<file path="config.mk">
export PLATFORM = sky130hd
export DESIGN_NAME = uart_io_ctrl
export DESIGN_NICKNAME = d
export VERILOG_FILES = /design/src/rtl/uart_io_ctrl.sv
export SDC_FILE = /design/constraint.sdc
export NUM_CORES = 1
export LEC_CHECK = 0
export ABC_AREA = 0
export BUFFER_PORTS_ARGS = -buffer_cell sky130_fd_sc_hd__buf_4
export CAP_MARGIN = 40
export CORE_MARGIN = 2
export CORE_UTILIZATION = 38
export CTS_BUF_LIST = sky130_fd_sc_hd__clkbuf_2 sky130_fd_sc_hd__clkbuf_4 sky130_fd_sc_hd__clkbuf_8
export DETAILED_ROUTE_END_ITERATION = 10
export SYNTH_ARGS = -nofsm -noshare
export SYNTH_HDL_FRONTEND = slang
export SYNTH_SLANG_ARGS = --single-unit
</file>
<file path="constraint.sdc">
create_clock -name clk -period 3.8 [get_ports clk]
set_input_delay 0.38 -clock clk [delete_from_list [all_inputs] [get_ports clk]]
set_output_delay 0.38 -clock clk [all_outputs]
set_load 0.02 [all_outputs]
</file>
<file path="src/rtl/uart_io_ctrl.sv">
`default_nettype none
// ============================================================================
// Module      : uart_io_ctrl
// Description : Memory-mapped UART controller between the CPU memory stage
//               and the UART. Stores to the TX data address are queued and
//               drained to the transmitter through a ready/valid handshake;
//               bytes from the receiver are queued and returned to loads.
//               The pipeline is stalled only for a store into a full TX
//               queue.
// Ports       : clk          - rising-edge clock
//               reset        - asynchronous active-high reset
//               Address      - memory-stage byte address
//               MemRead      - load strobe
//               MemWrite     - store strobe
//               WriteData    - store data (low byte)
//               ReadData     - load result for UART addresses, else 0
//               Stall        - current store has not been accepted
//               DataIn       - byte to UART transmitter
//               DataInValid  - DataIn is valid
//               DataInReady  - transmitter accepts DataIn
//               DataOut      - byte from UART receiver
//               DataOutValid - DataOut is valid
//               DataOutReady - controller accepts DataOut
// Address map : 0x80000000 R  bit0 = TX queue not full
//               0x80000004 R  bit0 = RX queue not empty
//               0x80000008 W  push WriteData into TX queue
//               0x8000000C R  bits[7:0] = RX head, pops RX queue
//               0x80000010 R  bits[7:0] = tx_count, bits[15:8] = rx_count
// Revision    : 1.0 - initial release
// ============================================================================
module uart_io_ctrl #(
  parameter int DEPTH = 8
) (
  input  logic        clk,
  input  logic        reset,
  input  logic [31:0] Address,
  input  logic        MemRead,
  input  logic        MemWrite,
  input  logic [7:0]  WriteData,
  output logic [31:0] ReadData,
  output logic        Stall,
  output logic [7:0]  DataIn,
  output logic        DataInValid,
  input  logic        DataInReady,
  input  logic [7:0]  DataOut,
  input  logic        DataOutValid,
  output logic        DataOutReady
);

  localparam int c_aw = $clog2(DEPTH);
  localparam int c_cw = c_aw + 1;

  localparam logic [c_cw-1:0] c_full    = DEPTH[c_cw-1:0];
  localparam logic [c_cw-1:0] c_cnt_one = {{(c_cw-1){1'b0}}, 1'b1};
  localparam logic [c_aw-1:0] c_ptr_one = {{(c_aw-1){1'b0}}, 1'b1};

  localparam logic [31:0] c_addr_tx_stat = 32'h8000_0000;
  localparam logic [31:0] c_addr_rx_stat = 32'h8000_0004;
  localparam logic [31:0] c_addr_tx_data = 32'h8000_0008;
  localparam logic [31:0] c_addr_rx_data = 32'h8000_000C;
  localparam logic [31:0] c_addr_counts  = 32'h8000_0010;

  // Queue storage and bookkeeping
  logic [7:0]      r_tx_mem [DEPTH];
  logic [c_aw-1:0] r_tx_wp;
  logic [c_aw-1:0] r_tx_rp;
  logic [c_cw-1:0] r_tx_cnt;

  logic [7:0]      r_rx_mem [DEPTH];
  logic [c_aw-1:0] r_rx_wp;
  logic [c_aw-1:0] r_rx_rp;
  logic [c_cw-1:0] r_rx_cnt;

  // Internal handshake terms are kept free of the reset net; only the
  // outputs are masked while reset is held so nothing leaks to the pipeline
  // or the UART during reset.
  logic w_tx_full;
  logic w_tx_nempty;
  logic w_rx_full;
  logic w_rx_nempty;
  logic w_tx_wr_sel;
  logic w_stall;
  logic w_tx_push;
  logic w_tx_pop;
  logic w_rx_push;
  logic w_rx_pop;
  logic [7:0] w_tx_cnt8;
  logic [7:0] w_rx_cnt8;
  logic [31:0] w_rdata;

  assign w_tx_full   = (r_tx_cnt == c_full);
  assign w_tx_nempty = (r_tx_cnt != '0);
  assign w_rx_full   = (r_rx_cnt == c_full);
  assign w_rx_nempty = (r_rx_cnt != '0);

  // Only the write strobe decodes the TX data address, so a simultaneous
  // load to the same address cannot pop or corrupt the RX queue.
  assign w_tx_wr_sel = MemWrite && (Address == c_addr_tx_data);

  // Stall uses the registered count: a UART pop in the same cycle does not
  // let a store into a full queue through until the following cycle.
  assign w_stall   = w_tx_wr_sel && w_tx_full;
  assign w_tx_push = w_tx_wr_sel && !w_stall;
  assign w_tx_pop  = w_tx_nempty && DataInReady;

  assign w_rx_push = DataOutValid && !w_rx_full;
  assign w_rx_pop  = MemRead && (Address == c_addr_rx_data) && w_rx_nempty;

  // Outputs
  assign Stall        = w_stall && !reset;
  assign DataInValid  = w_tx_nempty && !reset;
  assign DataIn       = DataInValid ? r_tx_mem[r_tx_rp] : 8'h00;
  assign DataOutReady = !w_rx_full && !reset;

  // TX queue bookkeeping
  always_ff @(posedge clk or posedge reset) begin
    if (reset) begin
      r_tx_wp  <= '0;
      r_tx_rp  <= '0;
      r_tx_cnt <= '0;
    end else begin
      if (w_tx_push) r_tx_wp <= r_tx_wp + c_ptr_one;
      if (w_tx_pop)  r_tx_rp <= r_tx_rp + c_ptr_one;
      case ({w_tx_push, w_tx_pop})
        2'b10:   r_tx_cnt <= r_tx_cnt + c_cnt_one;
        2'b01:   r_tx_cnt <= r_tx_cnt - c_cnt_one;
        default: r_tx_cnt <= r_tx_cnt;
      endcase
    end
  end

  // RX queue bookkeeping
  always_ff @(posedge clk or posedge reset) begin
    if (reset) begin
      r_rx_wp  <= '0;
      r_rx_rp  <= '0;
      r_rx_cnt <= '0;
    end else begin
      if (w_rx_push) r_rx_wp <= r_rx_wp + c_ptr_one;
      if (w_rx_pop)  r_rx_rp <= r_rx_rp + c_ptr_one;
      case ({w_rx_push, w_rx_pop})
        2'b10:   r_rx_cnt <= r_rx_cnt + c_cnt_one;
        2'b01:   r_rx_cnt <= r_rx_cnt - c_cnt_one;
        default: r_rx_cnt <= r_rx_cnt;
      endcase
    end
  end

  // Queue contents need no reset; the counts alone define what is valid.
  always_ff @(posedge clk) begin
    if (w_tx_push) r_tx_mem[r_tx_wp] <= WriteData;
  end

  always_ff @(posedge clk) begin
    if (w_rx_push) r_rx_mem[r_rx_wp] <= DataOut;
  end

  // Load path
  assign w_tx_cnt8 = 8'(r_tx_cnt);
  assign w_rx_cnt8 = 8'(r_rx_cnt);

  always_comb begin
    w_rdata = 32'h0000_0000;
    if (MemRead && !reset) begin
      case (Address)
        c_addr_tx_stat: w_rdata[0] = !w_tx_full;
        c_addr_rx_stat: w_rdata[0] = w_rx_nempty;
        c_addr_rx_data: if (w_rx_nempty) w_rdata[7:0] = r_rx_mem[r_rx_rp];
        c_addr_counts:  w_rdata[15:0] = {w_rx_cnt8, w_tx_cnt8};
        default:        w_rdata = 32'h0000_0000;
      endcase
    end
  end

  assign ReadData = w_rdata;

endmodule
`default_nettype wire

</file>
==> key figures, run 1 <==
Synth
  – Syn Inst Count: around 390
  – #FFs+latches synth: 148
  – Synth cell types: 48
  – Yosys warnings: 0
  – Seq/Total Area, Yosys: 0.655
  – Area of the mapped netlist: 0.00663 mm²
  – Avg Inst Size Synth: between 15 and 20 µm²

Clocking
  – Longest Clk Path Bufs: 2
  – Clock insertion delay at the later pin of the skew report: 0.44 ns
  – # resized after CTS: 0
  – CTS Buf Count: 17
  – CTS tree: yes
  – CTS sink cnt: 148
  – H-tree depth: 4
  – Clock root cell: clkbuf_8
  – Register clock-pin slew on the reported worst setup and hold paths: around 0.080 ns

Layout
  – Filler cells: approximately 1500
  – Share of cells above drive strength 1: 0.361
  – Layout area overhead: 19.4%
  – Design Area, Final: 0.00792 mm²
  – Antenna Cells: 0
  – Net count reported at finish: between 500 and 600

Setup path
  – Cells along the critical path: buf_8 > mux4_2 > mux2_2 > a32o_1 > buf_4
  – FF-to-FF Start: r_rx_cnt[0]
  – CP Max Fanout: 11
  – CP Class: reg -> out
  – Slowest CP cell: dfrtp_1
  – Startpoint Class: flop
  – CP required: 3.42 ns
  – Max stage delay on crit path: between 0.7 and 0.8 ns
  – CP Launch Point: r_rx_rp[0]
  – Worst path arrival time: 2.60 ns
  – Cell family with most CP delay: multiplexers
  – CP Capture Type: output pin
  – CP Buf/Inv Count: 2

Power and ir drop
  – PwrDens: 550 mW/mm²
  – P_leak: 0.00290 µW
  – VDD IR max: between 300 and 400 µV

Job
  – Max Cap Viol: 0

Die
  – Boundary Pins: 97
  – Core ar.: 0.0172 mm²
  – FP Rows: 48
  – Die ar.: 0.0185 mm²
  – Die Height: 136 µm
  – Starting Density: 0.386
  – DIE WIDTH: 136 µm

Timing
  – Setup tns final: 0 ns
  – Worst Tran Pin Value: 0.879 ns
  – Worst Skew: 0.00999 ns
  – Unrepaired setup endpoints after global routing: false
  – Tcrit/Tclk final: 0.784
  – Fmax: approximately 340 MHz
  – Finish-stage setup viols: 0
  – Worst rel slew slack: 0.412
  – Final hold vios: 0
  – Min Tclk post-route: a little under 3 ns
  – Final Max Tran Viols: 0

Global route
  – Vias in the first global route: 3611
  – Initial antenna violation count: 0
  – First-pass GRT wire length: 19.8 mm
  – All-layer global routing usage: 0.147
  – Total grt overflow: 0
  – Largest net degree at the start of global routing: 22

Status
  – Status: complete, no violations

Place
  – GPL Wtd Cong: 0.755
  – PortBufs: 76
  – Placed Area: 0.00747 mm²
  – Dpl hpwl: 9.08 mm

Detailed routing
  – TritonRoute pass-1 iters: 4
  – Routed wire per std cell: 17.9 µm
  – Post-DRT Antenna Nets: 0
  – DRC: 0
  – Routed WL: 13.0 mm
  – DR iter-0 viols: 233
  – Via/cell ratio: 4.99
  – Via Count: 3606

Worst hold path
  – Hold Crit Class: in -> reg
  – Min-Delay Startpoint: DataOut[6]
## Yosys cell counts (all sizes together)
| cell | count | area, µm² |
|---|---|---|
| a21boi | 1 | 7.51 |
| a21o | 1 | 7.51 |
| a21oi | 8 | 40.0 |
| a22oi | 2 | 15.0 |
| a32o | 3 | 30.0 |
| and2 | 5 | 31.3 |
| and3b | 2 | 17.5 |
| and4 | 3 | 27.5 |
| and4bb | 1 | 12.5 |
| buf | 27 | 188 |
| clkbuf | 6 | 22.5 |
| conb | 1 | 3.75 |
| dfrtp | 20 | 500 |
| edfxtp | 128 | 3840 |
| ha | 10 | 125 |
| inv | 5 | 18.8 |
| mux2 | 11 | 124 |
| mux2i | 12 | 120 |
| mux4 | 31 | 698 |
| nand2 | 15 | 56.3 |
| nand2b | 6 | 37.5 |
| nand3 | 3 | 15.0 |
| nand4 | 5 | 52.6 |
| nor2 | 25 | 93.8 |
| nor2b | 7 | 43.8 |
| nor3 | 9 | 55.1 |
| nor3b | 1 | 7.51 |
| nor4 | 11 | 169 |
| nor4b | 1 | 23.8 |
| o21a | 1 | 7.51 |
| o21ai | 2 | 10.0 |
| o22ai | 1 | 6.26 |
| or2 | 2 | 12.5 |
| or4 | 3 | 26.3 |
| or4b | 2 | 20.0 |
| xnor2 | 4 | 35.0 |
| xor2 | 14 | 123 |
## worst paths after layout
path	endpoint	slack, ns	cells after the start
max reg2reg	r_rx_cnt[2]	1.17	10
max	ReadData[3]	0.82	5
min	r_rx_mem[5][6]	0.16	1
max in group asynchronous	r_tx_wp[1]	3.01	4
min in group asynchronous	r_rx_wp[1]	0.56	4
min reg2reg	r_tx_wp[0]	0.53	1
## area by class of cell
cell class                      instances  area, µm²  share of cell area
Tap cell                              225        282              0.0356
Clock inverter                         12        163              0.0205
Clock buffer                           19        249              0.0315
Multi-Input combinational cell        222       2140               0.270
Sequential cell                       148       4340               0.549
Inverter                                5       18.8             0.00237
Timing Repair Buffer                   92        724              0.0915
## where the power goes
part	switching, µW	total, µW	internal, µW	leakage (µW)
Sequential	204	2150	1940	0.00140
Combinational	456	935	478	0.00129
Clock	557	1270	716	0.000209
Total	1220	4350	3140	0.00290
## metrics by stage
| stage | hold slack (ns) | util | total power (µW) | cells | setup WS, ns |
|---|---|---|---|---|---|
| after floorplan | 0.360 | - | 2800 | 408 | 1.26 |
| after global placement | 0.476 | 0.430 | 3090 | 681 | 0.965 |
| after detailed placement | 0.484 | 0.435 | 3130 | 690 | 0.899 |
| after CTS | 0.137 | 0.459 | 4400 | 722 | 0.610 |
| after global routing | 0.142 | 0.461 | 4560 | 723 | 0.651 |
| final | 0.165 | 0.461 | 4350 | 723 | 0.822 |
## placed cells by master, fill, tap and decap left out, drive strengths merged, types with 6 or more instances in the layout
master	synthesis	layout
a21oi	8	8
buf	27	91
clkbuf	6	19
clkinv	0	7
conb	1	20
dfrtp	20	20
edfxtp	128	128
ha	10	10
mux2	11	11
mux2i	12	12
mux4	31	31
nand2	15	15
nand2b	6	6
nor2	25	25
nor2b	7	7
nor3	9	9
nor4	11	11
xor2	14	14
## kinds of logic (layout without fill, tap and decap cells)
logic type                 Yosys count  after routing  share of synthesized area
AOI/OAI and AO/OA                   19             19                     0.0187
xor gates and xnor gates            18             18                     0.0238
DFF                                148            148                      0.655
other                                1             20                   0.000566
adders and majority gates           10             10                     0.0189
buffers and inverters               38            128                     0.0345
muxes                               54             54                      0.142
and+or+nand+nor                    101            101                      0.106
## worst register-to-register path, stage by stage (launching register included)
cell,delay (ns)
dfrtp_1,0.45
or4_1,0.62
nand4_1,0.19
nor3_1,0.11
ha_1,0.28
xor2_1,0.17
ha_1,0.19
a21oi_1,0.14
xor2_1,0.16
nor2_1,0.06
xor2_1,0.14
## registers in the layout, indices dropped and copies added (netlist names)
register,count
r_rx_cnt,4
r_tx_wp,3
r_tx_cnt,4
r_rx_wp,3
r_rx_rp,3
r_rx_mem,64
r_tx_mem,64
r_tx_rp,3
## metal layers
metal,GRT usage,up-vias,part of all wire
met5,0,-,0
li1,-,1667,-
met4,0.0469,0,0.010
met1,0.180,1828,0.41
met3,0.0462,12,0.054
met2,0.249,99,0.52
## repair_timing
item | CTS | global route
endpoints found under the setup margin | 0 | 0
buffers inserted | 0 | 0
hold endpoints to repair | 20 | 0
hold buffers | 1 | 0
(Power assumes the default switching activity.)
==> run 2, diff against run 1 <==
==> constraint.sdc (replaced) <==
create_clock -name clk -period 2.7 [get_ports clk]
set_input_delay 0.27 -clock clk [delete_from_list [all_inputs] [get_ports clk]]
set_output_delay 0.27 -clock clk [all_outputs]
set_load 0.02 [all_outputs]
==> key figures, run 2 (synthesis gave the netlist of run 1 again) <==
Status
  – Status: complete, no violations

Clocking
  – CTS tree: yes
  – CTS Buf Count: 17 (unchanged)
  – H-tree depth: 4 (unchanged)
  – Longest Clk Path Bufs: 2 (unchanged)
  – CTS sink cnt: 148 (unchanged)
  – Clock insertion delay at the later pin of the skew report: 0.44 ns (about the same)
  – Register clock-pin slew on the reported worst setup and hold paths: 0.08 ns (about the same)
  – Clock root cell: clkbuf_8

Timing
  – Setup tns final: 0 ns (unchanged)
  – Worst rel slew slack: 0.457 (+0.0451)
  – Final hold vios: 0 (unchanged)
  – Tcrit/Tclk final: 0.963
  – Unrepaired setup endpoints after global routing: false
  – Worst Tran Pin Value: 0.815 ns (-0.0644 ns)
  – Final Max Tran Viols: 0 (unchanged)
  – Min Tclk post-route: 2.60 ns
  – Hold_ws: 0.0582 ns (-0.106 ns)
  – Finish-stage setup viols: 0 (unchanged)
  – Worst Skew: 0.0123 ns (+0.00233 ns)
  – Fmax: just under 400 MHz

Global route
  – Vias in the first global route: 3791 (+5.0%)
  – Largest net degree at the start of global routing: 21 (-4.5%)
  – All-layer global routing usage: 0.152 (+0.00441)
  – First-pass GRT wire length: 20.6 mm (+4.2%)
  – Total grt overflow: 0 (unchanged)
  – Initial antenna violation count: 0 (unchanged)

Die
  – Core ar.: 0.0172 mm² (unchanged)
  – Starting Density: 0.386 (unchanged)
  – DIE WIDTH: 136 µm (unchanged)
  – Die Height: 136 µm (unchanged)
  – Boundary Pins: 97 (unchanged)
  – Die ar.: 0.0185 mm² (unchanged)
  – FP Rows: 48 (unchanged)

Worst hold path
  – Hold Crit Class: in -> reg
  – Min-Delay Startpoint: DataOut[4]

Place
  – Dpl hpwl: 9.26 mm (+2.1%)
  – Placed Area: 0.00757 mm² (+1.4%)
  – GPL Wtd Cong: 0.746 (-1.2%)
  – PortBufs: 76 (unchanged)

Layout
  – Layout area overhead: 19.4% (unchanged)
  – Top flop regs: r_rx_mem: 64 flops, r_tx_mem: 64 flops
  – Most frequent cells in the layout: edfxtp_1, buf_4, mux4_2
  – Filler cells: 1533 (-0.65%)
  – Commonest non-fill, non-tap cell in the layout: edfxtp_1
  – Share of cells above drive strength 1: 0.383 (+0.0214)
  – Area occupied by multi-input gates: 0.00213 mm² (-0.47%)
  – Net count reported at finish: 564 (+2.5%)
  – Design Area, Final: 0.00792 mm² (unchanged)
  – Antenna Cells: 0 (unchanged)
  – Sequential cell area: 0.00435 mm² (about the same)

Detailed routing
  – DR iter-0 viols: 304 (+30%)
  – Routed WL: 13.6 mm (+4.7%)
  – Via/cell ratio: 5.03 (+0.82%)
  – Via Count: 3706 (+2.8%)
  – Post-DRT Antenna Nets: 0 (unchanged)
  – TritonRoute pass-1 iters: 4 (unchanged)
  – Routed wire per std cell: 18.4 µm (+2.7%)
  – DRC: 0 (unchanged)

Job
  – Max Cap Viol: 0 (unchanged)

Setup path
  – Startpoint Class: flop
  – CP Class: reg -> out
  – Worst path arrival time: 2.33 ns (-0.27 ns)
  – CP Capture Type: output pin
  – CP Max Fanout: 7 (-4)
  – CP Launch Point: r_rx_cnt[2]
  – FF-to-FF Start: r_rx_cnt[0]
  – CP required: 2.43 ns (-0.99 ns)

Power and ir drop
  – VDD IR max: 406 µV (+22%)
  – PwrDens: 742 mW/mm² (+35%)
  – P_leak: 0.00292 µW (+0.58%)
==> run 2: cell type report <==
type | count | share of cell area
inverters | 5 | 0.00237
repair buffers | 106 | 0.102
multi-input cells | 222 | 0.269
clock buffers | 19 | 0.0315
clock inverters | 12 | 0.0106
well taps | 225 | 0.0356
flip-flops and latches | 148 | 0.549
==> run 2: worst max-delay path, cell delays in order (launching register included) <==
cell and delay (ns):
dfrtp_1 0.46, or4_1 0.22, nand3_1 0.18, or4b_1 0.60
a21oi_1 0.25, buf_4 0.18
==> run 2: worst paths after layout <==
check                                 end  slack (ns)  cells after the start
max                           ReadData[0]         0.1                      5
min                        r_rx_mem[0][4]        0.06                      1
max reg2reg                   r_rx_cnt[2]        0.18                     10
min reg2reg                    r_tx_wp[0]        0.54                      1
max in group asynchronous      r_rx_rp[1]        1.96                      4
min in group asynchronous      r_rx_rp[2]        0.49                      4
==> run 2: layer usage <==
layer / track usage / wire, µm / share of wire
met5: 0 / 0 / 0
met4: 0.0521 / 161 / 0.012
met3: 0.0336 / 495 / 0.037
met2: 0.254 / 6970 / 0.51
met1: 0.196 / 5930 / 0.44
==> run 2: repair_timing <==
item,in CTS,in global routing
hold buffers,1,0
buffers inserted,0,0
setup endpoints to repair,7,0
gates resized for setup,2,0
hold endpoints to repair,20,0
==> run 2: report_power, final <==
group | switching, µW | internal [µW] | total (µW) | leakage (µW)
logic | 673 | 725 | 1400 | 0.00135
registers | 262 | 2730 | 2990 | 0.00140
clock network | 835 | 650 | 1480 | 0.000163
==> run 2: metrics by stage <==
step / utilization / instances / setup slack (ns) / power, µW
5_1_grt: 0.461 / 737 / 0.00591 / 6160
6_report: 0.461 / 737 / 0.0987 / 5880
4_1_cts: 0.461 / 737 / 0.0637 / 5920
3_5_place_dp: 0.441 / 705 / 0.186 / 4450
3_3_place_gp: 0.441 / 705 / 0.231 / 4410
2_1_floorplan: - / 408 / 0.162 / 3940
